$ cat config.mk
export PLATFORM = sky130hd
export DESIGN_NAME = instruction_fetch_unit
export DESIGN_NICKNAME = d
export VERILOG_FILES = /design/src/rtl/instruction_fetch_unit_pkg.sv /design/src/rtl/pc_register.sv /design/src/rtl/instruction_fetch_unit.sv
export SDC_FILE = /design/constraint.sdc
export NUM_CORES = 1
export LEC_CHECK = 0
export CAP_MARGIN = 20
export CORE_MARGIN = 2
export CORE_UTILIZATION = 30
export CTS_BUF_LIST = sky130_fd_sc_hd__clkbuf_4 sky130_fd_sc_hd__clkbuf_8
export DETAILED_ROUTE_END_ITERATION = 12
export DONT_BUFFER_PORTS = 1
export GPL_TIMING_DRIVEN = 0
export SLEW_MARGIN = 20
export SYNTH_ARGS = -nofsm -noshare
export SYNTH_HDL_FRONTEND = slang
export SYNTH_SLANG_ARGS = --single-unit
export TNS_END_PERCENT = 5
$ cat constraint.sdc
create_clock -name Clk -period 2.8 [get_ports Clk]
set_input_delay 0.28 -clock Clk [delete_from_list [all_inputs] [get_ports Clk]]
set_output_delay 0.28 -clock Clk [all_outputs]
set_load 0.01 [all_outputs]
$ cat src/rtl/instruction_fetch_unit_pkg.sv
// Shared constants and state encoding for the instruction fetch stage.
package instruction_fetch_unit_pkg;

  // Default PC loaded on reset.
  localparam logic [31:0] DEFAULT_RESET_PC  = 32'h0000_0000;
  // Default instruction word placed in IF/ID on flush or reset.
  localparam logic [31:0] DEFAULT_NOP_INSTR = 32'h0000_0000;
  // Sequential fetch stride in bytes.
  localparam logic [31:0] PC_INC            = 32'h0000_0004;
  // Clears the byte-offset bits of a redirect target.
  localparam logic [31:0] ALIGN_MASK        = 32'hFFFF_FFFC;

  typedef enum logic {
    StRun    = 1'b0,
    StHalted = 1'b1
  } fetch_state_e;

  // A redirect target is misaligned when either byte-offset bit is set.
  function automatic logic is_misaligned(input logic [31:0] target);
    return |target[1:0];
  endfunction

endpackage

$ cat src/rtl/pc_register.sv
// Program counter flop with load enable and asynchronous active-low reset.
module pc_register #(
  parameter logic [31:0] RESET_PC = 32'h0000_0000
) (
  input  logic        Clk,
  input  logic        Reset,
  input  logic        load_en,
  input  logic [31:0] next_pc,
  output logic [31:0] pc
);

  // Holds unless the fetch logic asks for a new PC.
  always_ff @(posedge Clk or negedge Reset) begin
    if (!Reset) begin
      pc <= RESET_PC;
    end else if (load_en) begin
      pc <= next_pc;
    end
  end

endmodule

$ cat src/rtl/instruction_fetch_unit.sv
// IF stage: PC, next-PC priority selection, IF/ID register, halt FSM, fetch counter.
module instruction_fetch_unit
  import instruction_fetch_unit_pkg::*;
#(
  parameter logic [31:0] RESET_PC      = DEFAULT_RESET_PC,
  parameter logic [31:0] NOP_INSTR     = DEFAULT_NOP_INSTR,
  parameter bit          FLUSH_ON_JUMP = 1'b1,
  parameter int unsigned COUNT_W       = 32
) (
  input  logic               Clk,
  input  logic               Reset,
  input  logic [31:0]        Instruction,
  output logic [31:0]        IMAddress,
  input  logic               Stall,
  input  logic               JumpTaken,
  input  logic [31:0]        JumpTarget,
  input  logic               BranchTaken,
  input  logic [31:0]        BranchTarget,
  input  logic               Halt,
  output logic [31:0]        IFID_Instruction,
  output logic [31:0]        IFID_PCPlus4,
  output logic               IFID_Valid,
  output logic               Misaligned,
  output logic [COUNT_W-1:0] FetchCount
);

  fetch_state_e state_q, state_d;

  logic [31:0] pc;
  logic [31:0] pc_plus4;
  logic [31:0] next_pc;
  logic        pc_load;
  logic        ifid_load;
  logic        ifid_flush;
  logic        mis_set;
  logic        halting;

  assign pc_plus4  = pc + PC_INC;
  assign IMAddress = pc;

  pc_register #(
    .RESET_PC (RESET_PC)
  ) u_pc_register (
    .Clk     (Clk),
    .Reset   (Reset),
    .load_en (pc_load),
    .next_pc (next_pc),
    .pc      (pc)
  );

  // Fetch state register; only reset leaves the halted state.
  always_ff @(posedge Clk or negedge Reset) begin
    if (!Reset) begin
      state_q <= StRun;
    end else begin
      state_q <= state_d;
    end
  end

  // Next state and next-PC / IF/ID control in redirect priority order.
  always_comb begin
    state_d    = state_q;
    pc_load    = 1'b0;
    next_pc    = pc;
    ifid_load  = 1'b0;
    ifid_flush = 1'b0;
    mis_set    = 1'b0;
    // The edge that sees Halt already behaves as halted.
    halting    = (state_q == StHalted) || Halt;

    if (Halt) begin
      state_d = StHalted;
    end

    if (BranchTaken) begin
      // Branch is older than anything in IF/ID, so it wins over stall, jump and halt.
      pc_load    = 1'b1;
      next_pc    = BranchTarget & ALIGN_MASK;
      mis_set    = is_misaligned(BranchTarget);
      ifid_flush = 1'b1;
    end else if (JumpTaken && !Stall && !halting) begin
      pc_load = 1'b1;
      next_pc = JumpTarget & ALIGN_MASK;
      mis_set = is_misaligned(JumpTarget);
      if (FLUSH_ON_JUMP) begin
        ifid_flush = 1'b1;
      end else begin
        ifid_load = 1'b1;
      end
    end else if (Stall) begin
      // Hold everything; a stalled jump is re-asserted by ID later.
    end else if (halting) begin
      ifid_flush = 1'b1;
    end else begin
      pc_load   = 1'b1;
      next_pc   = pc_plus4;
      ifid_load = 1'b1;
    end
  end

  // IF/ID pipeline register.
  always_ff @(posedge Clk or negedge Reset) begin
    if (!Reset) begin
      IFID_Instruction <= NOP_INSTR;
      IFID_PCPlus4     <= 32'h0;
      IFID_Valid       <= 1'b0;
    end else if (ifid_flush) begin
      IFID_Instruction <= NOP_INSTR;
      IFID_PCPlus4     <= 32'h0;
      IFID_Valid       <= 1'b0;
    end else if (ifid_load) begin
      IFID_Instruction <= Instruction;
      IFID_PCPlus4     <= pc_plus4;
      IFID_Valid       <= 1'b1;
    end
  end

  // Sticky misaligned-redirect flag.
  always_ff @(posedge Clk or negedge Reset) begin
    if (!Reset) begin
      Misaligned <= 1'b0;
    end else if (mis_set) begin
      Misaligned <= 1'b1;
    end
  end

  // Saturating count of valid instructions loaded into IF/ID.
  always_ff @(posedge Clk or negedge Reset) begin
    if (!Reset) begin
      FetchCount <= '0;
    end else if (ifid_load && (FetchCount != {COUNT_W{1'b1}})) begin
      FetchCount <= FetchCount + COUNT_W'(1);
    end
  end

endmodule
### After elaboration in Yosys (flattened, before gate mapping)

Index checks and enable logic that the tools add are counted.

| cells by class | value |
|---|---|
| equal/unequal tests | 3 |
| reduce and logical (&&, ||, !) cells | 10 |
| multiplexer cells | 22 |
| add/sub/neg operators | 2 |

Operators by type and width:

| operator | count |
|---|---|
| 32-bit two-way mux | 8 |
| 32-bit by 1-bit adder with 32-bit output, second input constant | 1 |
| 32-bit by 3-bit adder with 32-bit output, second input constant | 1 |
| 32-bit != test, second input constant | 1 |
| 1-bit two-way mux | 14 |
| 2-bit OR reduction | 2 |
| 1-bit logical AND | 3 |
| 3-bit by 1-bit != test with 1-bit output, second input constant | 1 |
| 3-bit by 2-bit != test with 1-bit output, second input constant | 1 |
| 3-bit AND reduction | 1 |
| 1-bit logical NOT | 2 |
| 2-bit nonzero test | 1 |
| 1-bit logical OR | 1 |

| storage, ports and cells | value |
|---|---|
| bits in registers | 131 |
| input port bits | 102 |
| logic and storage cells | 44 |

### Depth between registers and ports, before layout

Gate-level depths: netlist (run 1).

| depth | value |
|---|---|
| depth after elaboration | 7 |
| gate-level depth with buffers | 7 |

### Cells and area by module

From an unflattened synthesis (run 1), not the netlist that was laid out.

| second synthesis, totals | value |
|---|---|
| cell total of the unflattened synthesis | 689 |
| area total of the unflattened synthesis | 6969.2 sq um |

By module, submodules not included:

| module | area an instance (sq um) | cells each | seq. area each (sq um) | instances |
|---|---|---|---|---|
| instruction_fetch_unit | 5624.1 | 621 | 2477.4 | 1 |
| pc_register | 1345.0 | 68 | 800.8 | 1 |

### Least setup slack after synthesis (run 1)

OpenSTA, ideal clock, no wires.

| path | value |
|---|---|
| path kind | flip-flop to flip-flop |
| start | reg FetchCount[7] |
| end | reg FetchCount[15] |
| stages on the path, launching flop included | 7 |
| path buffers | 1 |
| period minus slack after synthesis | 2245 ps |
| setup time | 132 ps |
| slack | 555 ps |
| arrival | 2113 ps |
| path through | dfrtp_1 > nand4_1 > or4_4 > o41ai_4 > buf_6 > nor3_1 > xor2_1 |

| on the way | value |
|---|---|
| cells in the longest elaborated chain, start to end | 2 |
| elaborated cells between the ends (all ways) | 3 |
| classes of those cells | 1 x add/sub; 1 x eq/ne; 1 x reduce/logical |

RTL lines:

| element | line | text |
|---|---|---|
| start, declared | instruction_fetch_unit.sv:24 | `output logic [COUNT_W-1:0] FetchCount` |
| start signal, assigned | instruction_fetch_unit.sv:132 | `FetchCount <= FetchCount + COUNT_W'(1);` |
| parallel branches: the longest is 2 deep, another holds 32-bit by 1-bit adder with 32-bit output | -- |  |

Several ways; the timed one is not identified.
A chain may end at the register's enable or synchronous reset.

### Final worst setup path (run 1)

| path | value |
|---|---|
| start | reg u_pc_register.pc[6] |
| end | reg u_pc_register.pc[27] |

| on the way | value |
|---|---|
| cells in the longest elaborated chain, start to end | 5 |

RTL lines:

| element | line | text |
|---|---|---|
| start, declared | pc_register.sv:9 | `output logic [31:0] pc` |
| start signal, assigned | pc_register.sv:17 | `pc <= next_pc;` |
| 32-bit by 3-bit adder with 32-bit output | instruction_fetch_unit.sv:38 | `assign pc_plus4 = pc + PC_INC;` |
| 32-bit two-way mux | instruction_fetch_unit.sv:92 | `end else if (halting) begin` |
| 32-bit two-way mux | instruction_fetch_unit.sv:90 | `end else if (Stall) begin` |
| 32-bit two-way mux | instruction_fetch_unit.sv:81 | `end else if (JumpTaken && !Stall && !halting) begin` |
| 32-bit two-way mux | instruction_fetch_unit.sv:75 | `if (BranchTaken) begin` |

No other way between the ends. The select of a mux whose other input is x is not followed.

==> impl_metrics.json, run 1 <==
{
  "final_common_cell": "dfrtp_1",
  "whs_ns": -0.501,
  "crit_required_ns": 3.16,
  "yosysWarnings": 0,
  "synth-seq-area-share_pct": 50.3,
  "vias_per_cell": 5.45,
  "cpPeakStageDelay_ns": 0.61,
  "critical_path.max_fanout": 8,
  "yosys_register_bits": 127,
  "min_period_over_period_pct": 92.6,
  "timing.rr.start": "u_pc_register.pc[6]",
  "nets": 840,
  "min_period_ns": 2.59,
  "hpwl_mm": 16.4,
  "peakVddDrop_mv": 0.344,
  "power_density_nw_per_um2": 516,
  "clk_pin_slew_ns": 0.10,
  "crit_start": "u_pc_register.pc[6]",
  "drive_gt1_share_pct": 6.81,
  "vias": 5589,
  "die_height_um": 149,
  "drv_slew": 0,
  "r2r-end": "u_pc_register.pc[27]",
  "path_class": "flip-flop to flip-flop",
  "wl_mm": 22.8,
  "dr.first_iter.drc_count": 454,
  "violations": "hold timing",
  "worstPathCellList": "clkbuf_1 > and3_1 > clkbuf_1 > nand2_1 > nor4_1 > nor3_1 > a311oi_1",
  "crit_path_end_kind": "flip-flop",
  "cp.arrival_ns": 2.95,
  "hold_buffers": 49,
  "synth_area_per_cell_um2": 9.50,
  "globalplace.congestion": 0.842,
  "worst_path_max_delay_cell": "nor4_1",
  "core_um2": 20800,
  "async_flop_share_pct": 100,
  "cts_made_buffers": 17,
  "hold_path_class": "input port to asynchronous set/reset pin",
  "antenna_found_initial": 3,
  "die_area_um2": 22200,
  "initial_core_util_pct": 30.4,
  "cp-start-kind": "flip-flop",
  "worst_path_most_repeated_cell": "clkbuf_1",
  "cts_htree_levels": 4,
  "layout_common_cells": "dfrtp_1 (127), nand2_1 (86), dlygate4sd3_1 (49), o21ai_0 (47)",
  "grt_pass1_vias": 5303,
  "cts_root_buf": "clkbuf_8",
  "tritoncts": "built",
  "status": "complete, but fails checks",
  "rows": 53,
  "insertion_delay_ns": 0.46,
  "skew_ns": 0.0140,
  "cts_buffer_depth": 2,
  "gr-usage-all-layers_pct": 20.4,
  "drt_pre_antenna_iters": 5,
  "post_drt_wl_per_cell_um": 22.3,
  "drcViolationCount": 0,
  "dpl-instance-area_um2": 6680,
  "synth_edf_count": 0,
  "cts_sinks": 127,
  "synthesis.area_um2": 6320,
  "fp.dieW_um": 149,
  "clock.fmax_mhz": 386,
  "synth_ff_type": "dfrtp_1",
  "gr-total-overflow": 0,
  "grt_max_degree": 128,
  "ff2ff_setup_slack_ns": 0.21,
  "maxCapViolations": 0,
  "hold_viol": 127,
  "synthCells": 665,
  "syn_to_final_growth_pct": 20.0,
  "numPortBuffers": 0,
  "max_slew.worst_pin.slew_ns": 0.717,
  "ant_nets": 0,
  "grt_pass1_wl_mm": 33.8,
  "fin_area_um2": 7580,
  "setup_violations": 0,
  "rsz0062_at_grt": "yes",
  "io_pins": 232,
  "yosysUniqueCellTypes": 56,
  "p_leak_nw": 3.18,
  "max_slew_margin_pct": 52.2,
  "reg2reg_depth": 7
}
## area by class of cell
class / instances / area (um^2)
clock buffers: 18 / 241
plain buffers: 47 / 200
well taps: 275 / 344
repair buffers: 49 / 490
flip-flops and latches: 127 / 3180
fillers: 2153 / 13200
inverters: 8 / 30.0
diodes: 1 / 2.50
multi-input cells: 486 / 2950
clock inverters: 14 / 146
## what timing repair did
action,CTS,global route
endpoints found under the hold margin,176,127
cloned,0,0
gates resized for setup,1,4
setup buffers,0,0
setup endpoints to repair,2,6
## per-layer routing
layer  GRT usage (%)  vias to the layer above  part of all wire, %
met4            4.38                        2                  1.2
met3            9.17                       22                   11
li1                -                     2560                    -
met1            24.8                     2720                   40
met2            33.3                      285                   47
met5               0                        -                0.057
## cells in the mapped netlist (all sizes together) (4+ instances only)
| cell type | count | share of area (%) |
|---|---|---|
| nor4 | 13 | 1.3 |
| nand2 | 86 | 5.1 |
| nor2 | 38 | 2.3 |
| xor2 | 26 | 3.6 |
| nand3 | 32 | 2.5 |
| or2 | 4 | 0.40 |
| or3 | 6 | 0.59 |
| buf | 9 | 0.89 |
| a221o | 4 | 0.63 |
| xnor2 | 27 | 3.7 |
| and2 | 4 | 0.40 |
| mux2i | 6 | 0.95 |
| o21ai | 47 | 3.7 |
| o22ai | 4 | 0.40 |
| nand4 | 14 | 1.4 |
| clkbuf | 38 | 2.3 |
| inv | 7 | 0.42 |
| nor3 | 38 | 3.2 |
| a21oi | 37 | 2.9 |
| and3 | 17 | 1.7 |
| and4 | 6 | 0.83 |
| a311oi | 5 | 0.69 |
| dfrtp | 127 | 50 |
| a22o | 33 | 4.6 |
## critical path: cells and delay by family, from the launching register on
kind | cells | cell delay [ns]
flops | 1 | 0.41
buf+inv | 2 | 0.62
compound gates | 1 | 0.26
simple gates | 4 | 1.21
## how the worst max path moves through the flow
| stage | endpoint | slack [ns] | depth (start not counted) |
|---|---|---|---|
| 3_5_place_dp | u_pc_register.pc[26] | 0.01 | 6 |
| 6_report | u_pc_register.pc[27] | 0.21 | 7 |
| 4_1_cts | u_pc_register.pc[29] | 0.13 | 7 |
| 5_1_grt | u_pc_register.pc[27] | -0.03 | 7 |
| 3_3_place_gp | u_pc_register.pc[26] | 0.004 | 6 |
| 2_1_floorplan | FetchCount[15] | 0.56 | 6 |
## cells by family (layout without fill, tap and decap cells)
family | after synthesis | after routing | share of synthesized area, %
compound gates | 155 | 155 | 16.6
buf+inv | 55 | 136 | 3.62
fa+ha+maj | 2 | 2 | 0.396
simple gates | 265 | 265 | 20.6
xor+xnor | 53 | 53 | 7.35
other cells | 1 | 5 | 0.0593
flops | 127 | 127 | 50.3
mux | 7 | 7 | 1.13
## where the power goes
part	internal [mW]	total (mW)	switching, mW
sequential	1.87	1.98	0.105
combinational	0.141	0.315	0.174
clock	0.743	1.62	0.875
total	2.76	3.91	1.15
## metrics by stage
stage / TNS (ns) / utilization (%) / std cells / worst slack [ns] / power (mW)
after global routing: -0.0327 / 36.4 / 1024 / -0.0327 / 4.07
after detailed placement: 0 / 32.1 / 943 / 0.0110 / 2.26
after global placement: 0 / 32.1 / 943 / 0.00442 / 2.26
after floorplan: 0 / - / 668 / 0.555 / 2.17
after CTS: 0 / 36.3 / 1024 / 0.134 / 3.94
final: 0 / 36.4 / 1025 / 0.206 / 3.91
## state kept, by name, summed over array words and instances, names as in the netlist
signal            count
state_q               1
FetchCount           32
Misaligned            1
u_pc_register.pc     30
IFID_Valid            1
IFID_PCPlus4         30
IFID_Instruction     32
(Power assumes the default switching activity.)
==> run 2: changes to the inputs <==
CAP_MARGIN = 25   (was 20)
==> results of run 2 <==
No change in the layout: final DEF, timing and power equal those of run 1.
